**src/rtl/rtc_calendar.sv**
```systemverilog
// rtc_calendar: BCD real-time clock/calendar (seconds through year 0000-9999)
// with Gregorian leap years, validated parallel load and 12/24 h display.
// Optional alarm compare logic is included when RTC_ALARM_EN is defined.
module rtc_calendar #(
   parameter int unsigned TICKS_PER_SEC = 50_000_000,
   parameter logic [15:0] RST_YEAR      = 16'h2024,
   parameter logic [7:0]  RST_MONTH     = 8'h01,
   parameter logic [7:0]  RST_DAY       = 8'h01
) (
   input  logic        clk,
   input  logic        rst,
   input  logic        mode,
   input  logic        ld_valid,
   input  logic [7:0]  ld_sec,
   input  logic [7:0]  ld_min,
   input  logic [7:0]  ld_hour,
   input  logic [7:0]  ld_day,
   input  logic [7:0]  ld_month,
   input  logic [15:0] ld_year,
`ifdef RTC_ALARM_EN
   input  logic        al_set,
   input  logic [7:0]  al_hour,
   input  logic [7:0]  al_min,
   output logic        alarm,
`endif
   output logic        ld_err,
   output logic        sec_tick,
   output logic [7:0]  sec_bcd,
   output logic [7:0]  min_bcd,
   output logic [7:0]  hour_bcd,
   output logic [7:0]  day_bcd,
   output logic [7:0]  month_bcd,
   output logic [15:0] year_bcd,
   output logic        pm
);

   localparam int CNT_W = (TICKS_PER_SEC > 1) ? $clog2(TICKS_PER_SEC) : 1;
   localparam logic [CNT_W-1:0] CNT_TERM = CNT_W'(TICKS_PER_SEC - 1);

   // A BCD pair is divisible by 4 when: tens even and units in {0,4,8},
   // or tens odd and units in {2,6}.
   function automatic logic pair_div4(input logic [7:0] p);
      logic r;
      if (p[4]) r = (p[3:0] == 4'd2) || (p[3:0] == 4'd6);
      else      r = (p[3:0] == 4'd0) || (p[3:0] == 4'd4) || (p[3:0] == 4'd8);
      return r;
   endfunction

   // Century years (low pair 00) are leap only when the high pair is /4.
   function automatic logic is_leap(input logic [15:0] y);
      return (y[7:0] == 8'h00) ? pair_div4(y[15:8]) : pair_div4(y[7:0]);
   endfunction

   function automatic logic [7:0] month_len(input logic [7:0] m, input logic [15:0] y);
      logic [7:0] r;
      case (m)
         8'h04, 8'h06, 8'h09, 8'h11: r = 8'h30;
         8'h02:                      r = is_leap(y) ? 8'h29 : 8'h28;
         default:                    r = 8'h31;
      endcase
      return r;
   endfunction

   function automatic logic bcd_ok8(input logic [7:0] v);
      return (v[7:4] <= 4'd9) && (v[3:0] <= 4'd9);
   endfunction

   function automatic logic [7:0] bcd_inc8(input logic [7:0] v);
      return (v[3:0] == 4'd9) ? {v[7:4] + 4'd1, 4'd0} : {v[7:4], v[3:0] + 4'd1};
   endfunction

   // Ripple a +1 through four BCD digits; 9999 naturally wraps to 0000.
   function automatic logic [15:0] bcd_inc16(input logic [15:0] y);
      logic [15:0] r;
      logic        carry;
      r     = y;
      carry = 1'b1;
      for (int i = 0; i < 4; i++) begin
         if (carry) begin
            if (r[4*i +: 4] == 4'd9) begin
               r[4*i +: 4] = 4'd0;
            end else begin
               r[4*i +: 4] = r[4*i +: 4] + 4'd1;
               carry       = 1'b0;
            end
         end
      end
      return r;
   endfunction

   // Returns {pm, hour} for 12 h display of a 24 h BCD hour.
   function automatic logic [8:0] hour_12h(input logic [7:0] h);
      logic [8:0] r;
      if (h == 8'h00)      r = {1'b0, 8'h12};
      else if (h < 8'h12)  r = {1'b0, h};
      else if (h == 8'h12) r = {1'b1, 8'h12};
      else if (h < 8'h20)  r = {1'b1, h - 8'h12};
      else if (h < 8'h22)  r = {1'b1, 4'h0, h[3:0] + 4'h8};
      else                 r = {1'b1, 4'h1, h[3:0] - 4'h2};
      return r;
   endfunction

   logic [CNT_W-1:0] cnt_q, cnt_d;
   logic [7:0]       sec_q, sec_d, min_q, min_d, hour_q, hour_d;
   logic [7:0]       day_q, day_d, month_q, month_d;
   logic [15:0]      year_q, year_d;
   logic [7:0]       hour_disp_q, hour_disp_d;
   logic             pm_q, pm_d;
   logic             tick_q, tick_d;
   logic             ld_err_q, ld_err_d;
   logic             terminal, ld_ok;

   assign terminal = (cnt_q == CNT_TERM);

   assign ld_ok = bcd_ok8(ld_sec) && bcd_ok8(ld_min) && bcd_ok8(ld_hour) &&
                  bcd_ok8(ld_day) && bcd_ok8(ld_month) &&
                  bcd_ok8(ld_year[15:8]) && bcd_ok8(ld_year[7:0]) &&
                  (ld_sec <= 8'h59) && (ld_min <= 8'h59) && (ld_hour <= 8'h23) &&
                  (ld_month >= 8'h01) && (ld_month <= 8'h12) &&
                  (ld_day >= 8'h01) && (ld_day <= month_len(ld_month, ld_year));

   // Next state: a valid load beats the tick; otherwise prescale and cascade.
   always_comb begin
      cnt_d    = cnt_q;
      sec_d    = sec_q;
      min_d    = min_q;
      hour_d   = hour_q;
      day_d    = day_q;
      month_d  = month_q;
      year_d   = year_q;
      tick_d   = 1'b0;
      ld_err_d = 1'b0;
      if (ld_valid && ld_ok) begin
         cnt_d   = '0;
         sec_d   = ld_sec;
         min_d   = ld_min;
         hour_d  = ld_hour;
         day_d   = ld_day;
         month_d = ld_month;
         year_d  = ld_year;
      end else begin
         ld_err_d = ld_valid;
         if (terminal) begin
            cnt_d  = '0;
            tick_d = 1'b1;
            if (sec_q == 8'h59) begin
               sec_d = 8'h00;
               if (min_q == 8'h59) begin
                  min_d = 8'h00;
                  if (hour_q == 8'h23) begin
                     hour_d = 8'h00;
                     if (day_q == month_len(month_q, year_q)) begin
                        day_d = 8'h01;
                        if (month_q == 8'h12) begin
                           month_d = 8'h01;
                           year_d  = bcd_inc16(year_q);
                        end else begin
                           month_d = bcd_inc8(month_q);
                        end
                     end else begin
                        day_d = bcd_inc8(day_q);
                     end
                  end else begin
                     hour_d = bcd_inc8(hour_q);
                  end
               end else begin
                  min_d = bcd_inc8(min_q);
               end
            end else begin
               sec_d = bcd_inc8(sec_q);
            end
         end else begin
            cnt_d = cnt_q + CNT_W'(1);
         end
      end
      if (mode) {pm_d, hour_disp_d} = hour_12h(hour_d);
      else      {pm_d, hour_disp_d} = {1'b0, hour_d};
   end

   // Time/date registers, display registers and pulse outputs.
   always_ff @(posedge clk) begin
      if (rst) begin
         cnt_q       <= '0;
         sec_q       <= 8'h00;
         min_q       <= 8'h00;
         hour_q      <= 8'h00;
         day_q       <= RST_DAY;
         month_q     <= RST_MONTH;
         year_q      <= RST_YEAR;
         hour_disp_q <= 8'h00;
         pm_q        <= 1'b0;
         tick_q      <= 1'b0;
         ld_err_q    <= 1'b0;
      end else begin
         cnt_q       <= cnt_d;
         sec_q       <= sec_d;
         min_q       <= min_d;
         hour_q      <= hour_d;
         day_q       <= day_d;
         month_q     <= month_d;
         year_q      <= year_d;
         hour_disp_q <= hour_disp_d;
         pm_q        <= pm_d;
         tick_q      <= tick_d;
         ld_err_q    <= ld_err_d;
      end
   end

   assign sec_tick  = tick_q;
   assign ld_err    = ld_err_q;
   assign sec_bcd   = sec_q;
   assign min_bcd   = min_q;
   assign hour_bcd  = hour_disp_q;
   assign day_bcd   = day_q;
   assign month_bcd = month_q;
   assign year_bcd  = year_q;
   assign pm        = pm_q;

`ifdef RTC_ALARM_EN
   logic [7:0] al_hour_q, al_hour_d, al_min_q, al_min_d;
   logic       al_armed_q, al_armed_d, alarm_q, alarm_d;

   // Alarm fires only on a real tick into HH:MM:00, never on a load.
   always_comb begin
      al_hour_d  = al_hour_q;
      al_min_d   = al_min_q;
      al_armed_d = al_armed_q;
      if (al_set) begin
         al_hour_d  = al_hour;
         al_min_d   = al_min;
         al_armed_d = 1'b1;
      end
      alarm_d = tick_d && al_armed_q && (hour_d == al_hour_q) &&
                (min_d == al_min_q) && (sec_d == 8'h00);
   end

   // Alarm setting and pulse registers.
   always_ff @(posedge clk) begin
      if (rst) begin
         al_hour_q  <= 8'h00;
         al_min_q   <= 8'h00;
         al_armed_q <= 1'b0;
         alarm_q    <= 1'b0;
      end else begin
         al_hour_q  <= al_hour_d;
         al_min_q   <= al_min_d;
         al_armed_q <= al_armed_d;
         alarm_q    <= alarm_d;
      end
   end

   assign alarm = alarm_q;
`endif

endmodule

```
**config.mk**
```make
export PLATFORM = sky130hd
export DESIGN_NAME = rtc_calendar
export DESIGN_NICKNAME = d
export VERILOG_FILES = /design/src/rtl/rtc_calendar.sv
export SDC_FILE = /design/constraint.sdc
export NUM_CORES = 1
export LEC_CHECK = 0
export CAP_MARGIN = 20
export CORE_MARGIN = 2
export CORE_UTILIZATION = 49
export CTS_BUF_LIST = sky130_fd_sc_hd__clkbuf_4
export CTS_CLUSTER_DIAMETER = 150
export DETAILED_ROUTE_END_ITERATION = 16
export PLACE_DENSITY = 0.89
export SLEW_MARGIN = 10
export SYNTH_ARGS = -nofsm -noshare
export SYNTH_HDL_FRONTEND = slang
export SYNTH_SLANG_ARGS = --single-unit
```
**constraint.sdc**
```tcl
create_clock -name clk -period 4.7 [get_ports clk]
set_input_delay 0.705 -clock clk [delete_from_list [all_inputs] [get_ports clk]]
set_output_delay 0.705 -clock clk [all_outputs]
set_load 0.02 [all_outputs]
```
## Yosys cells after proc, flatten, opt, wreduce, memory -nomap -nowiden

Index checks and enable logic that the tools add are counted.

- $add $sub $neg: 18
- Mux-type cells: 106
- Order comparisons: 24
- Equal/unequal tests: 42
- Bitwise logic cells: 1
- Reductions and logical operators: 69

Operator list:

| kind | count |
|---|---|
| 8-bit 2-to-1 mux | 40 |
| 16-bit 2-to-1 mux | 7 |
| 4-bit by 1-bit adder with 4-bit output, second input constant | 14 |
| 4-bit <= comparator, second input constant | 14 |
| 4-bit == test, second input constant | 13 |
| 1-bit 2-to-1 mux | 49 |
| 4-bit by 3-bit == test with 1-bit output, second input constant | 8 |
| 8-bit by 3-bit == test with 1-bit output, second input constant | 4 |
| 8-bit by 5-bit == test with 1-bit output, second input constant | 4 |
| 4-bit 2-to-1 mux | 7 |
| 26-bit by 1-bit adder with 26-bit output, second input constant | 1 |
| 26-bit == test, second input constant | 1 |
| 8-bit logical NOT | 3 |
| 1-bit logical AND | 21 |
| 7-bit AND reduction | 3 |
| 5-bit one-hot mux with 2 select lines | 2 |
| 2-bit nonzero test | 9 |
| 4-bit by 2-bit == test with 1-bit output, second input constant | 4 |
| 8-bit by 2-bit == test with 1-bit output, second input constant | 2 |
| 8-bit by 4-bit == test with 1-bit output, second input constant | 2 |
| 8-bit by 7-bit == test with 1-bit output, second input constant | 2 |
| 8-bit by 1-bit greater-or-equal comparator with 1-bit output, second input constant | 2 |
| 8-bit by 7-bit <= comparator with 1-bit output, second input constant | 2 |
| 4-bit logical NOT | 4 |
| other kinds (22) | 42 |

- Word-level logic and storage cells: 278
- Output and inout bits: 59
- Bits of input ports: 60
- Register bits after elaboration: 93

## Longest topological paths before layout

Gate-level depths: netlist (run 1).

- Word-level depth: 56
- Gate-level depth with buffers: 22
- Gate-level depth less buffers: 21

## Least setup slack after synthesis (run 1)

Ideal clock, no wire load.

- Path type: input port to flip-flop
- Start: in ld_year[10]
- End: reg hour_disp_q[2], in the netlist hour_bcd[2]
- Stages: 20
- Arrival time: 4705 ps
- Library setup time: 127 ps
- Buffers on the path: 1
- Data required time: 4573 ps
- Path slack: -132 ps
- Cells stage by stage: a211oi_1 a31oi_1 o21ai_0 nor3_1 a2111oi_0 a31oi_1 nor2_1 nor2_1 a21oi_1 ha_1 or3b_1 a211oi_1 o21ai_0 or4b_1 buf_2 mux2_4 or3_1 a211o_1 and3_1 or3_1

- Longest elaborated chain between the ends: 20
- Elaborated cells on any way between the ends: 41
- Those cells by class: 3 x add/sub; 5 x order compare; 5 x eq/ne; 12 x mux; 16 x reduce/logical

Ends and longest elaborated chain:

| what | line | text |
|---|---|---|
| start, declared | 19 | `input logic [15:0] ld_year,` |
| parallel branches: the longest is 10 deep, another holds 8-bit <= comparator | -- |  |
| 1-bit logical AND * | 120 | `(ld_day >= 8'h01) && (ld_day <= month_len(ld_month, ld_year));` |
| 1-bit logical AND * | 133 | `if (ld_valid && ld_ok) begin` |
| 8-bit 2-to-1 mux * | 133 |  |
| 8-bit by 6-bit less-than comparator with 1-bit output (tied with other cells) | 98 | `else if (h < 8'h22) r = {1'b1, 4'h0, h[3:0] + 4'h8};` |
| 5-bit 2-to-1 mux | 98 |  |
| 8-bit 2-to-1 mux | 97 | `else if (h < 8'h20) r = {1'b1, h - 8'h12};` |
| 8-bit 2-to-1 mux | 96 | `else if (h == 8'h12) r = {1'b1, 8'h12};` |
| 8-bit 2-to-1 mux | 95 | `else if (h < 8'h12) r = {1'b0, h};` |
| 8-bit 2-to-1 mux | 94 | `if (h == 8'h00) r = {1'b0, 8'h12};` |
| 8-bit 2-to-1 mux * | 176 | `if (mode) {pm_d, hour_disp_d} = hour_12h(hour_d);` |
| end signal, assigned | 202 | `hour_disp_q <= hour_disp_d;` |
| end, declared | 107 | `logic [7:0] hour_disp_q, hour_disp_d;` |

Every way passes the cells marked *. The select of a mux whose other input is x is not followed.
A chain may end at the register's enable or synchronous reset.

## Worst setup path in the final report (run 1)

- Start: in ld_year[2]
- End: reg hour_disp_q[2], in the netlist hour_bcd[2]

- Longest elaborated chain between the ends: 19
- Elaborated cells on any way between the ends: 41
- Those cells by class: 3 x add/sub; 5 x order compare; 5 x eq/ne; 12 x mux; 16 x reduce/logical

Ends and longest elaborated chain:

| what | line | text |
|---|---|---|
| 4-bit by 3-bit == test with 1-bit output (tied with other cells) | 45 | `else r = (p[3:0] == 4'd0) \|\| (p[3:0] == 4'd4) \|\| (p[3:0] == 4'd8);` |
| 1-bit logical OR or 1-bit logical AND (tied branches) | 45, 65 |  |
| 1-bit logical OR or 1-bit logical AND (tied branches) | 45, 117 |  |
| 1-bit 2-to-1 mux or 1-bit logical AND (tied branches) | 44, 117 |  |
| 1-bit 2-to-1 mux or 1-bit logical AND (tied branches) | 56, 118 |  |
| 1-bit 2-to-1 mux or 1-bit logical AND (tied branches) | 51, 118 |  |
| 1-bit 2-to-1 mux or 1-bit logical AND (tied branches) | 58, 118 |  |
| 5-bit one-hot mux with 2 select lines or 1-bit logical AND (tied branches) | 56, 119 |  |
| (+3 left out) | -- |  |
| 8-bit 2-to-1 mux * | 133 |  |
| 8-bit by 6-bit less-than comparator with 1-bit output (tied with other cells) | 98 |  |
| 5-bit 2-to-1 mux | 98 |  |
| 8-bit 2-to-1 mux | 97 |  |
| 8-bit 2-to-1 mux | 96 |  |
| 8-bit 2-to-1 mux | 95 |  |
| 8-bit 2-to-1 mux | 94 |  |
| 8-bit 2-to-1 mux * | 176 |  |

Mark *: on every way between the ends. The rest lies on a longest branch, timed or not. The select of a mux whose other input is x is not followed.

==> metrics.md, run 1 <==
| Metric | Value |
|---|---|
| Fillcell total | ~990 |
| Met2 wire len | 8883 um |
| CTS tree | done |
| Share of the synthesized area in the top cell type | approximately a third |
| GRT overflow | 0 |
| CTS Sinks | 93 |
| Drt first pass iters | 5 |
| Die area | 12980 um2 |
| Chip width | between 100 and 150 um |
| Antenna cells | 0 |
| M1 WL | 7318 um |
| Max-slew headroom | approximately 44% |
| TNS Setup | 0 ns |
| Setup repair after global routing missed its margin | yes |
| Critical Path End Type | flip-flop |
| Layout cells sized above 1 | a little under an eighth |
| Post-layout util | ~66% |
| Final WS setup | between 0.1 and 0.15 ns |
| Syn Std Cell Area | 5921 um2 |
| Final design area excluding fillers | 7802 um2 |
| Die height | between 100 and 150 um |
| Fmax | 217.5 MHz |
| Placed Cells | approximately 1.1k |
| Metal3 WL | approximately 1500 um |
| Yosys warning count | 0 |
| Final net count | a little over 1k |
| Layout area overhead | 31.78% |
| Drt drc | 0 |
| Worst Skew | about 0.019 ns |
| Leakage power | slightly below 3 nW |
| Vias in the first global route | between 6k and 7k |
| Area after DPL | between 7000 and 8000 um2 |
| GP Congestion | roughly 0.96 |
| Register bit count reported by yosys | 93 |
| DR top layer | met4 |
| Synth cell count leaders | 103 x nor2_1, 93 x dfxtp_1, 61 x nand2_1, 44 x o21ai_0, 39 x a21oi_1 |
| Total power | approximately 1.4 mW |
| Initial drt markers | around 570 |
| Core footprint | between 10000 and 15000 um2 |
| Initial antenna violation count | 0 |
| # H-tree levels | 3 |
| Async SR Flop Fraction | 0% |
| MaxCap Viol Count | 0 |
| Mean routed wirelength per cell | ~17 um |
| Run status | complete, no violations |
| Setup CP Type | primary input to flip-flop |
| CTS Buffer Depth | 2 |
| Most frequent cell after synthesis | nor2_1 |
| Finish-stage setup viols | 0 |
| CTS Buf Count | 9 |
| First-pass GRT wire length | roughly 30000 um |
| Drt total wl | between 15000 and 20000 um |
| Main synth FF type | dfxtp_1 |
| Initial Util | 49.71% |
| Syn Nets | approximately 850 |
| Synth area leader | dfxtp_1 |
| Register area share after synthesis | a little under a third |
| Number of distinct library cells after synthesis | 66 |
| Worst slew pin tran | 0.8272 ns |
| Hold Crit Class | primary input to flip-flop |
| Worst-skew pair later-pin latency | 0.50 ns |
| Fin cells | 1075 |
| Vias per cell | 6.090 |
| CP arrival | 4.99 ns |
| Via count | around 6.5k |
| Synth Area per Inst | between 7 and 8 um2 |
| Final Max Tran Viols | 0 |
| Row count | 40 |
| IO buf count | 118 |
| Pwr dens | 174.4 nW/um2 |
| Flop2flop setup slack | roughly 0.70 ns |
| Dpl ws | -0.9838 ns |
| Detailed placement HPWL | ~14000 um |
| WP data required | approximately 5 ns |
| Max FO, Critical Path | 7 |
| Largest cells by area after synthesis | dfxtp_1 31%, nor2_1 6.5%, ha_1 5.1%, nand2_1 3.9%, o21ai_0 3.7% |
| Final Hold Viols | 0 |
| Critical path startpoint category | primary input |
| Maximum VDD drop | ~130 uV |
| Final antenna-violating net count | 0 |
| Min Tclk post-route | around 4.6 ns |
| I/O pin cnt | between 100 and 150 |
| Fin crit share | a little over nine tenths |
| Clock Root Buffer | clkbuf_4 |
| Reg clk slew, reported paths | around 0.16 ns |
| EDFF count, synth | 0 |
| Largest net degree at the start of global routing | 57 |
| Gr usage total | ~28% |
| Synthesized instance count | 765 |
| Hold_ws | around 0.47 ns |
[cell type report]
class                   count  area, um2  area share (%)
multi-input cells         609       3906           50.06
clock inverters             7      42.54          0.5452
flip-flops and latches     93       1862           23.86
clock buffers               9      67.56          0.8659
inverters                  35      131.4           1.684
repair buffers            175       1609           20.62
well taps                 147      183.9           2.357
[layer usage]
metal | vias up | global-route usage, %
li1 | 3126 | -
met1 | 3044 | 33.69
met2 | 311 | 46.55
met3 | 66 | 6.589
met4 | 0 | 13.41
met5 | - | 0
[registers in the layout, summed over array words and instances, names as in the netlist]
register and count:
cnt_q 26, sec_bcd 8, sec_tick 1, year_bcd 16
pm 1, hour_q 8, month_bcd 8, hour_bcd 8
min_bcd 8, ld_err 1, day_bcd 8
[power breakdown]
group / internal (mW) / switching (mW) / leakage [nW]
Clock: 0.105 / 0.296 / 0.0591
Combinational: 0.0830 / 0.0755 / 2.10
Sequential: 0.795 / 0.00657 / 0.751
[worst max-delay path, stage by stage]
cell	delay, ns
clkdlybuf4s50_1	0.44
a2111oi_1	0.45
a31oi_1	0.07
nor2_1	0.12
nor2_1	0.06
a21oi_1	0.12
ha_2	0.17
or3b_1	0.35
a211oi_2	0.23
o21ai_1	0.09
or4b_4	0.59
mux2_4	0.38
inv_2	0.09
ha_4	0.13
o211ai_1	0.13
a211o_1	0.36
and3_1	0.15
or3_1	0.33
[worst paths after layout]
kind                                 start           to  cells after the start
worst min-delay path            ld_year[8]  year_bcd[8]                      3
worst max-delay path            ld_year[2]  hour_bcd[2]                     18
worst max register to register  sec_bcd[0]  hour_bcd[3]                     11
worst min register to register    cnt_q[0]     cnt_q[0]                      1
[cell families (layout without fill, tap and decap cells)]
logic type | count (synthesis) | in the layout | synth area share (%)
AND/OR/NAND/NOR | 357 | 357 | 31.80
AO/OA/AOI/OAI | 175 | 175 | 19.10
flip-flops | 93 | 93 | 31.45
buffers and inverters | 63 | 226 | 4.015
XOR/XNOR | 34 | 34 | 5.029
adder cells (fa/ha/maj) | 24 | 24 | 5.072
multiplexers | 19 | 19 | 3.529
[timing repair]
item,CTS,global route
hold buffers,0,0
setup buffers,1,1
gates resized for setup,23,17
pin swaps,12,13
setup endpoints to repair,46,42
[cell usage in the layout (no fill, tap or decap), types with 7 or more instances in the layout]
master           count
clkdlybuf4s50_1    109
nor2_1             103
dfxtp_1             93
nand2_1             61
buf_4               55
o21ai_0             42
a21oi_1             39
inv_1               34
nor3_1              31
nand3_1             28
nand4_1             24
xnor2_1             24
ha_1                22
a211oi_1            20
nor4_1              13
a31oi_1             11
or3_1               10
xor2_1              10
or4_1                9
and3_1               9
mux2i_1              9
clkbuf_4             9
nand3b_1             8
and2_1               8
nor2b_1              7
mux2_2               7
Note: power is estimated with default switching activity, not from simulation.
==> run 2, diff against run 1 <==
Settings changed: TNS_END_PERCENT set to 100.
==> results of run 2 <==
The final DEF is identical to that of run 1; final timing and power are the same.
